### src/rtl/store_buffer_if.sv
// CPU-side bus of the store buffer: load/store requests, stall and flush.
// master = CPU (MEM stage), slave = store buffer.
interface store_buffer_if;
   logic        MemWrite;
   logic        MemRead;
   logic [31:0] addr;
   logic [31:0] wdata;
   logic [31:0] rdata;
   logic        stall;
   logic        flush;
   logic        flush_done;

   modport master (
      output MemWrite, MemRead, addr, wdata, flush,
      input  rdata, stall, flush_done
   );

   modport slave (
      input  MemWrite, MemRead, addr, wdata, flush,
      output rdata, stall, flush_done
   );
endinterface

### src/rtl/store_buffer.sv
// Posted-write buffer between MEM stage and Data_Memory.
// STORE_BUF_FORWARD_EN: forward loads from buffered stores, else stall on hit.
module store_buffer #(
   parameter int DEPTH = 4,
   parameter int PTR_W = 2
) (
   input  logic        clk_i,
   input  logic        rst_i,
   store_buffer_if.slave cpu,
   output logic        mem_MemWrite_o,
   output logic        mem_MemRead_o,
   output logic [31:0] mem_addr_o,
   output logic [31:0] mem_data_o,
   input  logic [31:0] mem_data_i
);

   typedef enum logic {RUN, FLUSH} state_t;

   state_t             state_q, state_d;
   logic [31:0]        addr_q [DEPTH];
   logic [31:0]        data_q [DEPTH];
   logic [DEPTH-1:0]   vld_q;
   logic [PTR_W-1:0]   head_q, tail_q;
   logic [PTR_W:0]     cnt_q, cnt_d;
   logic [31:0]        last_q;
   logic               done_q;

   logic               hit;
   logic [31:0]        hit_data;
   logic [PTR_W-1:0]   idx;
   logic               push, pop, ld_mem, ld_fwd, stall;

   // Youngest matching entry: walk oldest to youngest, last match wins.
   always_comb begin
      hit      = 1'b0;
      hit_data = '0;
      idx      = '0;
      for (int k = 0; k < DEPTH; k++) begin
         idx = head_q + PTR_W'(k);
         if (vld_q[idx] && addr_q[idx] == cpu.addr) begin
            hit      = 1'b1;
            hit_data = data_q[idx];
         end
      end
   end

   // Next state, push/pop and load-service decisions.
   always_comb begin
      state_d = state_q;
      push    = 1'b0;
      pop     = 1'b0;
      ld_mem  = 1'b0;
      ld_fwd  = 1'b0;
      stall   = 1'b0;
      unique case (state_q)
         RUN: begin
            push = cpu.MemWrite;
            if (cpu.MemRead) begin
`ifdef STORE_BUF_FORWARD_EN
               if (hit) ld_fwd = 1'b1;
               else     ld_mem = 1'b1;
`else
               if (hit) stall  = 1'b1;
               else     ld_mem = 1'b1;
`endif
            end
            pop = (cnt_q != '0) && !(ld_fwd || ld_mem);
            if (cpu.flush) state_d = FLUSH;
         end
         FLUSH: begin
            stall = cpu.MemWrite | cpu.MemRead;
            pop   = (cnt_q != '0);
            if (cnt_q <= (PTR_W+1)'(1)) state_d = RUN;
         end
      endcase
      cnt_d = cnt_q + (PTR_W+1)'(push) - (PTR_W+1)'(pop);
   end

   // Output drive; everything is forced low while reset is held.
   always_comb begin
      mem_MemWrite_o  = 1'b0;
      mem_MemRead_o   = 1'b0;
      mem_addr_o      = '0;
      mem_data_o      = '0;
      cpu.rdata       = '0;
      cpu.stall       = 1'b0;
      cpu.flush_done  = 1'b0;
      if (!rst_i) begin
         cpu.stall      = stall;
         cpu.flush_done = done_q;
         cpu.rdata      = last_q;
         if (pop) begin
            mem_MemWrite_o = 1'b1;
            mem_addr_o     = addr_q[head_q];
            mem_data_o     = data_q[head_q];
         end else if (ld_mem) begin
            mem_MemRead_o  = 1'b1;
            mem_addr_o     = cpu.addr;
         end
         if (ld_fwd)      cpu.rdata = hit_data;
         else if (ld_mem) cpu.rdata = mem_data_i;
      end
   end

   // Control state: FSM, pointers, count, valid bits, held load data.
   always_ff @(posedge clk_i) begin
      if (rst_i) begin
         state_q <= RUN;
         head_q  <= '0;
         tail_q  <= '0;
         cnt_q   <= '0;
         vld_q   <= '0;
         last_q  <= '0;
         done_q  <= 1'b0;
      end else begin
         state_q <= state_d;
         cnt_q   <= cnt_d;
         done_q  <= (state_q == FLUSH) && (state_d == RUN);
         if (pop) begin
            head_q        <= head_q + 1'b1;
            vld_q[head_q] <= 1'b0;
         end
         // push after pop so a full-buffer swap keeps the slot valid
         if (push) begin
            tail_q        <= tail_q + 1'b1;
            vld_q[tail_q] <= 1'b1;
         end
         if (ld_fwd)      last_q <= hit_data;
         else if (ld_mem) last_q <= mem_data_i;
      end
   end

   // Entry payload storage; contents are qualified by vld_q.
   always_ff @(posedge clk_i) begin
      if (!rst_i && push) begin
         addr_q[tail_q] <= cpu.addr;
         data_q[tail_q] <= cpu.wdata;
      end
   end

endmodule

### src/flat_wrapper.sv
// flat-port wrapper written by rule: the top's interface ports become plain ports
module store_buffer_flat 
#(
   parameter int DEPTH = 4,
   parameter int PTR_W = 2
)
  (clk_i, rst_i, mem_MemWrite_o, mem_MemRead_o, mem_addr_o, mem_data_o, mem_data_i, cpu_MemWrite, cpu_MemRead, cpu_addr, cpu_wdata, cpu_flush, cpu_rdata, cpu_stall, cpu_flush_done);
  store_buffer_if cpu_i ();
  input  logic clk_i;
  input  logic rst_i;
  output logic mem_MemWrite_o;
  output logic mem_MemRead_o;
  output logic [31:0] mem_addr_o;
  output logic [31:0] mem_data_o;
  input  logic [31:0] mem_data_i;
  input wire logic [$bits(cpu_i.MemWrite)-1:0] cpu_MemWrite;
  input wire logic [$bits(cpu_i.MemRead)-1:0] cpu_MemRead;
  input wire logic [$bits(cpu_i.addr)-1:0] cpu_addr;
  input wire logic [$bits(cpu_i.wdata)-1:0] cpu_wdata;
  input wire logic [$bits(cpu_i.flush)-1:0] cpu_flush;
  output wire logic [$bits(cpu_i.rdata)-1:0] cpu_rdata;
  output wire logic [$bits(cpu_i.stall)-1:0] cpu_stall;
  output wire logic [$bits(cpu_i.flush_done)-1:0] cpu_flush_done;
  assign cpu_i.MemWrite = cpu_MemWrite;
  assign cpu_i.MemRead = cpu_MemRead;
  assign cpu_i.addr = cpu_addr;
  assign cpu_i.wdata = cpu_wdata;
  assign cpu_i.flush = cpu_flush;
  assign cpu_rdata = cpu_i.rdata;
  assign cpu_stall = cpu_i.stall;
  assign cpu_flush_done = cpu_i.flush_done;
  store_buffer #(.DEPTH(DEPTH), .PTR_W(PTR_W)) u_core (.clk_i(clk_i), .rst_i(rst_i), .cpu(cpu_i), .mem_MemWrite_o(mem_MemWrite_o), .mem_MemRead_o(mem_MemRead_o), .mem_addr_o(mem_addr_o), .mem_data_o(mem_data_o), .mem_data_i(mem_data_i));
endmodule
### config.mk
export PLATFORM = sky130hd
export DESIGN_NAME = store_buffer_flat
export DESIGN_NICKNAME = d
export VERILOG_FILES = /design/src/rtl/store_buffer_if.sv /design/src/rtl/store_buffer.sv /design/src/flat_wrapper.sv
export SDC_FILE = /design/constraint.sdc
export NUM_CORES = 1
export LEC_CHECK = 0
export CAP_MARGIN = 15
export CORE_UTILIZATION = 55
export CTS_BUF_LIST = sky130_fd_sc_hd__clkbuf_8
export DETAILED_ROUTE_END_ITERATION = 7
export PLACE_DENSITY = 0.79
export SLEW_MARGIN = 20
export SYNTH_ARGS = -nofsm -noshare
export SYNTH_HDL_FRONTEND = slang
export SYNTH_SLANG_ARGS = --single-unit
### constraint.sdc
create_clock -name clk_i -period 12.2 [get_ports clk_i]
set_input_delay 2.44 -clock clk_i [delete_from_list [all_inputs] [get_ports clk_i]]
set_output_delay 2.44 -clock clk_i [all_outputs]
set_load 0.01 [all_outputs]
# Yosys cells after proc, flatten, opt, wreduce, memory -nomap -nowiden
# Memories as Yosys holds them, arrays and structs flattened. A register that Yosys moved wholly into a read port is not among the register bits.
# Cells that the tools add are included.
# classes
n_lt_le_gt_ge	8
addsub	6
n_eq_ne	4
bitwise_logic	6
mux	51
reduce_logical	12
# op_table
operator	n
32-bit two-way mux	7
32-bit equality test	4
1-bit two-way mux	28
2-bit by 3-bit < comparator with 1-bit output (second input constant)	5
4-bit two-way mux	3
1-bit logical AND	9
1-bit binary-select mux with 2-bit select	4
2-bit two-way mux	4
1-bit case mux with 2 select lines	3
2-bit by 1-bit adder with 2-bit output (second input constant)	2
2-bit adder (second input constant)	2
4-bit bitwise AND	1
1-bit demux with 2-bit select	2
2-bit by 1-bit greater-or-equal comparator with 1-bit output (second input constant)	2
4-bit NOT	1
4-bit OR	1
3-bit by 1-bit adder with 3-bit output	1
3-bit by 1-bit less-or-equal comparator with 1-bit output (second input constant)	1
3-bit nonzero test	1
3-bit by 1-bit subtractor with 3-bit output	1
1-bit zero test	2
1-bit NOT	2
1-bit OR	1
# totals
inputBits	101
out_inout_bits	100
mem_bits_rw	256
word_cells	96
ff_bits	45
n_memories	2
# mem_list
memory	words	width	rd	rd_ports_with_merged_regs	wr	line	text
u_core.addr_q	4	32	4	1	1	store_buffer.sv:20	logic [31:0] addr_q [DEPTH];
u_core.data_q	4	32	1	1	1	store_buffer.sv:21	logic [31:0] data_q [DEPTH];

# Longest topological paths before layout
# logic_depth
word_depth	17
mapped_depth	20
depth_no_buf	16

# Worst setup path after synthesis
# OpenSTA, ideal clock, no wires.
# synth_timing
kind	input port to output port
startpoint	in cpu_addr[2]
endpoint	out cpu_rdata[1]
path_stages	9
required_ns	9.760
arrival_ns	4.768
n_path_buf	2
slack_ns	4.992
cell_sequence	clkbuf_1 -> a2bb2oi_1 -> nor2_1 -> a2111oi_2 -> or4b_4 -> o311ai_2 -> clkbuf_1 -> o21ai_0 -> a21oi_1
# synth_via
elab_chain_cells	12
elab_cells_between_ends	18
cone_classes	eq/ne (4); mux (10); reduce/logical (4)
# synth_lines
element	line	text
from (decl)	flat_wrapper.sv:18	input wire logic [$bits(cpu_i.addr)-1:0] cpu_addr;
32-bit equality test	store_buffer.sv:40	if (vld_q[idx] && addr_q[idx] == cpu.addr) begin
1-bit logical AND	store_buffer.sv:40	
1-bit two-way mux (3 in a row)	store_buffer.sv:40	
1-bit two-way mux *	store_buffer.sv:40	
1-bit two-way mux *	store_buffer.sv:63	if (hit) stall = 1'b1;
1-bit two-way mux *	store_buffer.sv:58	if (cpu.MemRead) begin
1-bit two-way mux * (2 in a row)	store_buffer.sv:55	unique case (state_q)
32-bit two-way mux * (2 in a row)	--	
to (decl)	flat_wrapper.sv:21	output wire logic [$bits(cpu_i.rdata)-1:0] cpu_rdata;
# Mark *: on every way between the ends. The rest lies on a longest branch, timed or not. The select of a mux whose other input is x is not followed.

# Worst setup path in the final report
# layout_timing
startpoint	reg u_core.head_q[1]
endpoint	out mem_addr_o[21]
# layout_via
elab_chain_cells	15
elab_cells_between_ends	33
cone_classes	add/sub (3); eq/ne (3); mux (20); reduce/logical (6); memory (1)
# layout_lines
element	line	text
from (decl)	store_buffer.sv:23	logic [PTR_W-1:0] head_q, tail_q;
from (signal assigned)	store_buffer.sv:120	head_q <= head_q + 1'b1;
2-bit by 1-bit adder with 2-bit output / 1-bit binary-select mux with 2-bit select (equally long branches)	store_buffer.sv:39, store_buffer.sv:40	
memory read 4 x 32 bit, or another cell as far along	--	
32-bit equality test, or another cell as far along	store_buffer.sv:40	
1-bit logical AND / 1-bit two-way mux (equally long branches)	store_buffer.sv:40	
1-bit two-way mux (2 in a row)	store_buffer.sv:40	
1-bit two-way mux *	store_buffer.sv:40	
1-bit two-way mux *	store_buffer.sv:63	
1-bit two-way mux *	store_buffer.sv:58	
1-bit two-way mux *	store_buffer.sv:55	
1-bit zero test	store_buffer.sv:67	pop = (cnt_q != '0) && !(ld_fwd || ld_mem);
1-bit logical AND	store_buffer.sv:67	
1-bit case mux with 2 select lines	store_buffer.sv:55	
32-bit two-way mux *	store_buffer.sv:92	if (pop) begin
32-bit two-way mux *	store_buffer.sv:88	if (!rst_i) begin
to (decl)	flat_wrapper.sv:13	output logic [31:0] mem_addr_o;
# Marked as above.

==> results.py <==
metrics = {
    "logic_synthesis": {
        "yosysSeqAreaShare_pct": 53.0,
        "ys_warn_count": 0,
        "yosysMostFrequentCell": "edfxtp_1",
        "synthFlopType": "edfxtp_1",
        "syn_nets": 1231,
        "synth_edf_count": 256,
        "synth_cell_types": 59,
        "syn_inst": 1117,
        "netlist_area_sq_um": 16300,
        "synth_async_sr_flop_share_pct": 0,
        "ys_seq_elements": 303,
        "yosysTopAreaCell": "edfxtp_1",
        "synth_top_area_share_pct": 47.2,
        "synth.area.top_cells": "edfxtp_1 47%, mux4_2 18%, dfxtp_1 5.8%",
        "syn_area_per_cell_sq_um": 14.6,
        "synth_common_cells": "256 x edfxtp_1, 128 x mux4_2, 96 x xnor2_1, 76 x mux2i_1, 48 x clkbuf_1",
    },
    "drt": {
        "drt_iter0_drc": 1302,
        "num_vias": 10800,
        "antenna_left": 0,
        "wl_per_cell_microns": 24.1,
        "drc": 0,
        "first_pass_iters": 5,
        "via_per_inst": 6.37,
        "wl_mm": 41.1,
    },
    "clock_network": {
        "worstSkewPairLatency_ns": 0.58,
        "htree_num_levels": 2,
        "numClockSinks": 303,
        "cts_root_buf": "clkbuf_8",
        "postCtsSetupBuffers": 0,
        "cts_resized": 0,
        "cts.hold.buffers_added": 0,
        "tritoncts": "yes",
        "numCtsBuffers": 50,
        "path_clk_slew_ns": 0.05,
        "cts_max_path_buffers": 3,
    },
    "placement": {
        "gp_congestion": 0.941,
        "placed_cell_area_sq_um": 18400,
        "detailed_place_hpwl_mm": 26.5,
        "numPortBuffers": 200,
    },
    "flow_run": {
        "cap_viol_max_count": 0,
    },
    "min_path": {
        "hold_path.class": "reg2reg",
        "min_path_cells": 2,
    },
    "cells_and_area": {
        "nFillCells": 2045,
        "fin_nets": 1395,
        "drive_above_1_share_pct": 17.4,
        "fin_area_sq_um": 19300,
        "syn_to_final_growth_pct": 18.9,
    },
    "critical_path": {
        "start_kind": "flip-flop",
        "arrival_ns": 7.00,
        "cp_data_required_time_ns": 9.76,
        "ff2ff_path_depth": 18,
        "path_max_fanout": 62,
        "regToRegSetupSlack_ns": 5.82,
        "end_kind": "output port",
        "crit_type": "reg2out",
    },
    "power": {
        "switching_share_pct": 34.1,
        "seq_power_share_pct": 35.5,
        "ir_worst_vdd_mv": 0.117,
        "power.share.combinational_pct": 41.6,
        "power.internal_mw": 2.33,
        "powerDensity_nw_per_um2": 183,
        "netSwitchingPower_mw": 1.21,
        "leakage_nw": 6.13,
        "total_power_mw": 3.54,
        "power.share.clock_pct": 22.9,
    },
    "timing": {
        "tns_ns": 0,
        "period_share_pct": 77.4,
        "period_needed_ns": 9.44,
        "setup-violations-final": 0,
        "slew_headroom_pct": 26.8,
        "hold_violations": 0,
        "clock_skew_ns": 0.0196,
        "rsz0062_at_grt": "false",
        "worst_pin_slew_ns": 1.10,
        "fmax_ghz": 0.106,
        "finalMaxSlewViolations": 0,
        "hold-worst-slack_ns": 0.482,
    },
    "grt": {
        "grt_pass1_vias": 10900,
        "gr-total-overflow": 0,
        "grt_pass1_wl_mm": 63.5,
        "met3_usage_pct": 5.95,
        "grt_busiest_layer": "met2",
        "grtUsageMet1_pct": 37.9,
        "antenna_found_initial": 2,
        "track_usage_pct": 27.4,
        "grt.met2_usage_pct": 42.8,
        "grt_max_degree": 66,
    },
    "die": {
        "io_pins": 201,
        "die-area_sq_um": 30300,
        "dieHeight_microns": 174,
        "start_util_pct": 56.2,
        "core_sq_um": 28900,
        "rows": 62,
        "die-width_microns": 174,
    },
    "status": {
        "status": "finished clean",
    },
}
-- cells by family after synthesis --
group / Yosys count / synth area share [%]
compound gates: 170 / 7.11
xor+xnor: 125 / 6.73
fa+ha+maj: 13 / 1.05
buf+inv: 125 / 3.35
flops: 303 / 53.0
mux: 214 / 23.1
simple gates: 167 / 5.65
-- power by group through the flow --
stage          registers, mW  clock network [mW]  logic [mW]
5_1_grt                 1.26               0.869        1.57
6_report                1.26               0.809        1.47
2_1_floorplan           1.21                   0        1.11
3_5_place_dp            1.28                   0        1.47
4_1_cts                 1.26               0.824        1.47
3_3_place_gp            1.27                   0        1.45
-- registers in the layout, indices dropped and copies added, names as in the netlist, named ones only --
register        cells
u_core.data_q     128
u_core.vld_q        4
u_core.state_q      1
u_core.last_q      32
u_core.head_q       2
u_core.addr_q     128
u_core.tail_q       2
u_core.done_q       1
u_core.cnt_q        3
-- worst paths after layout --
check                                     start                    endpoint
hold / removal        u_core.last_q[10]$_DFF_P_   u_core.last_q[10]$_DFF_P_
hold reg to reg       u_core.last_q[10]$_DFF_P_   u_core.last_q[10]$_DFF_P_
setup / recovery  u_core.head_q[1]$_SDFFE_PP0N_              mem_addr_o[21]
setup reg to reg  u_core.head_q[1]$_SDFFE_PP0N_  u_core.cnt_q[2]$_SDFF_PP0_
-- per-layer routing --
layer,vias to the layer above,part of all wire [%]
met5,-,0.032
met4,2,3.3
met3,91,8.6
met2,560,47
met1,5459,41
li1,4732,-
-- through the flow --
| step | instances | utilization, % | worst slack [ns] |
|---|---|---|---|
| floorplan | 1117 | - | 4.99 |
| global placement | 1613 | 63.7 | 2.80 |
| detailed placement | 1613 | 63.7 | 2.70 |
| CTS | 1702 | 66.8 | 2.62 |
| global route | 1703 | 66.8 | 2.46 |
| finish | 1703 | 66.8 | 2.76 |
-- worst max-delay path, cell delays in order (launching register included) --
cell	delay (ns)
dfxtp_1	0.31
buf_4	0.49
inv_1	0.31
ha_4	0.61
buf_4	0.66
mux4_2	0.61
xnor2_1	0.35
nand4_1	0.18
nor4_1	0.34
nand4_1	0.24
nand3_1	0.18
buf_4	0.35
o21ai_2	0.15
clkinv_2	0.57
a22o_1	0.31
clkdlybuf4s50_1	0.56
-- layout make-up --
class / instances / area (sq um) / share of cell area [%]
Sequential cell: 303 / 8640 / 44.7
Multi-Input combinational cell: 689 / 7120 / 36.8
Timing Repair Buffer: 214 / 2110 / 10.9
Clock buffer: 54 / 743 / 3.84
Tap cell: 384 / 480 / 2.48
Clock inverter: 35 / 159 / 0.822
Inverter: 23 / 87.6 / 0.453
Antenna cell: 1 / 2.50 / 0.0129
-- cells in the final DEF (no fill, tap or decap), types with 35 or more instances in the layout --
| cell type | instances |
|---|---|
| a21oi_1 | 44 |
| and2_1 | 35 |
| clkbuf_8 | 54 |
| clkdlybuf4s50_1 | 200 |
| dfxtp_1 | 44 |
| edfxtp_1 | 256 |
| mux2i_1 | 76 |
| mux4_2 | 128 |
| nand3_1 | 39 |
| o21ai_0 | 42 |
| xnor2_1 | 96 |
Note: power is estimated with default switching activity, not from simulation.
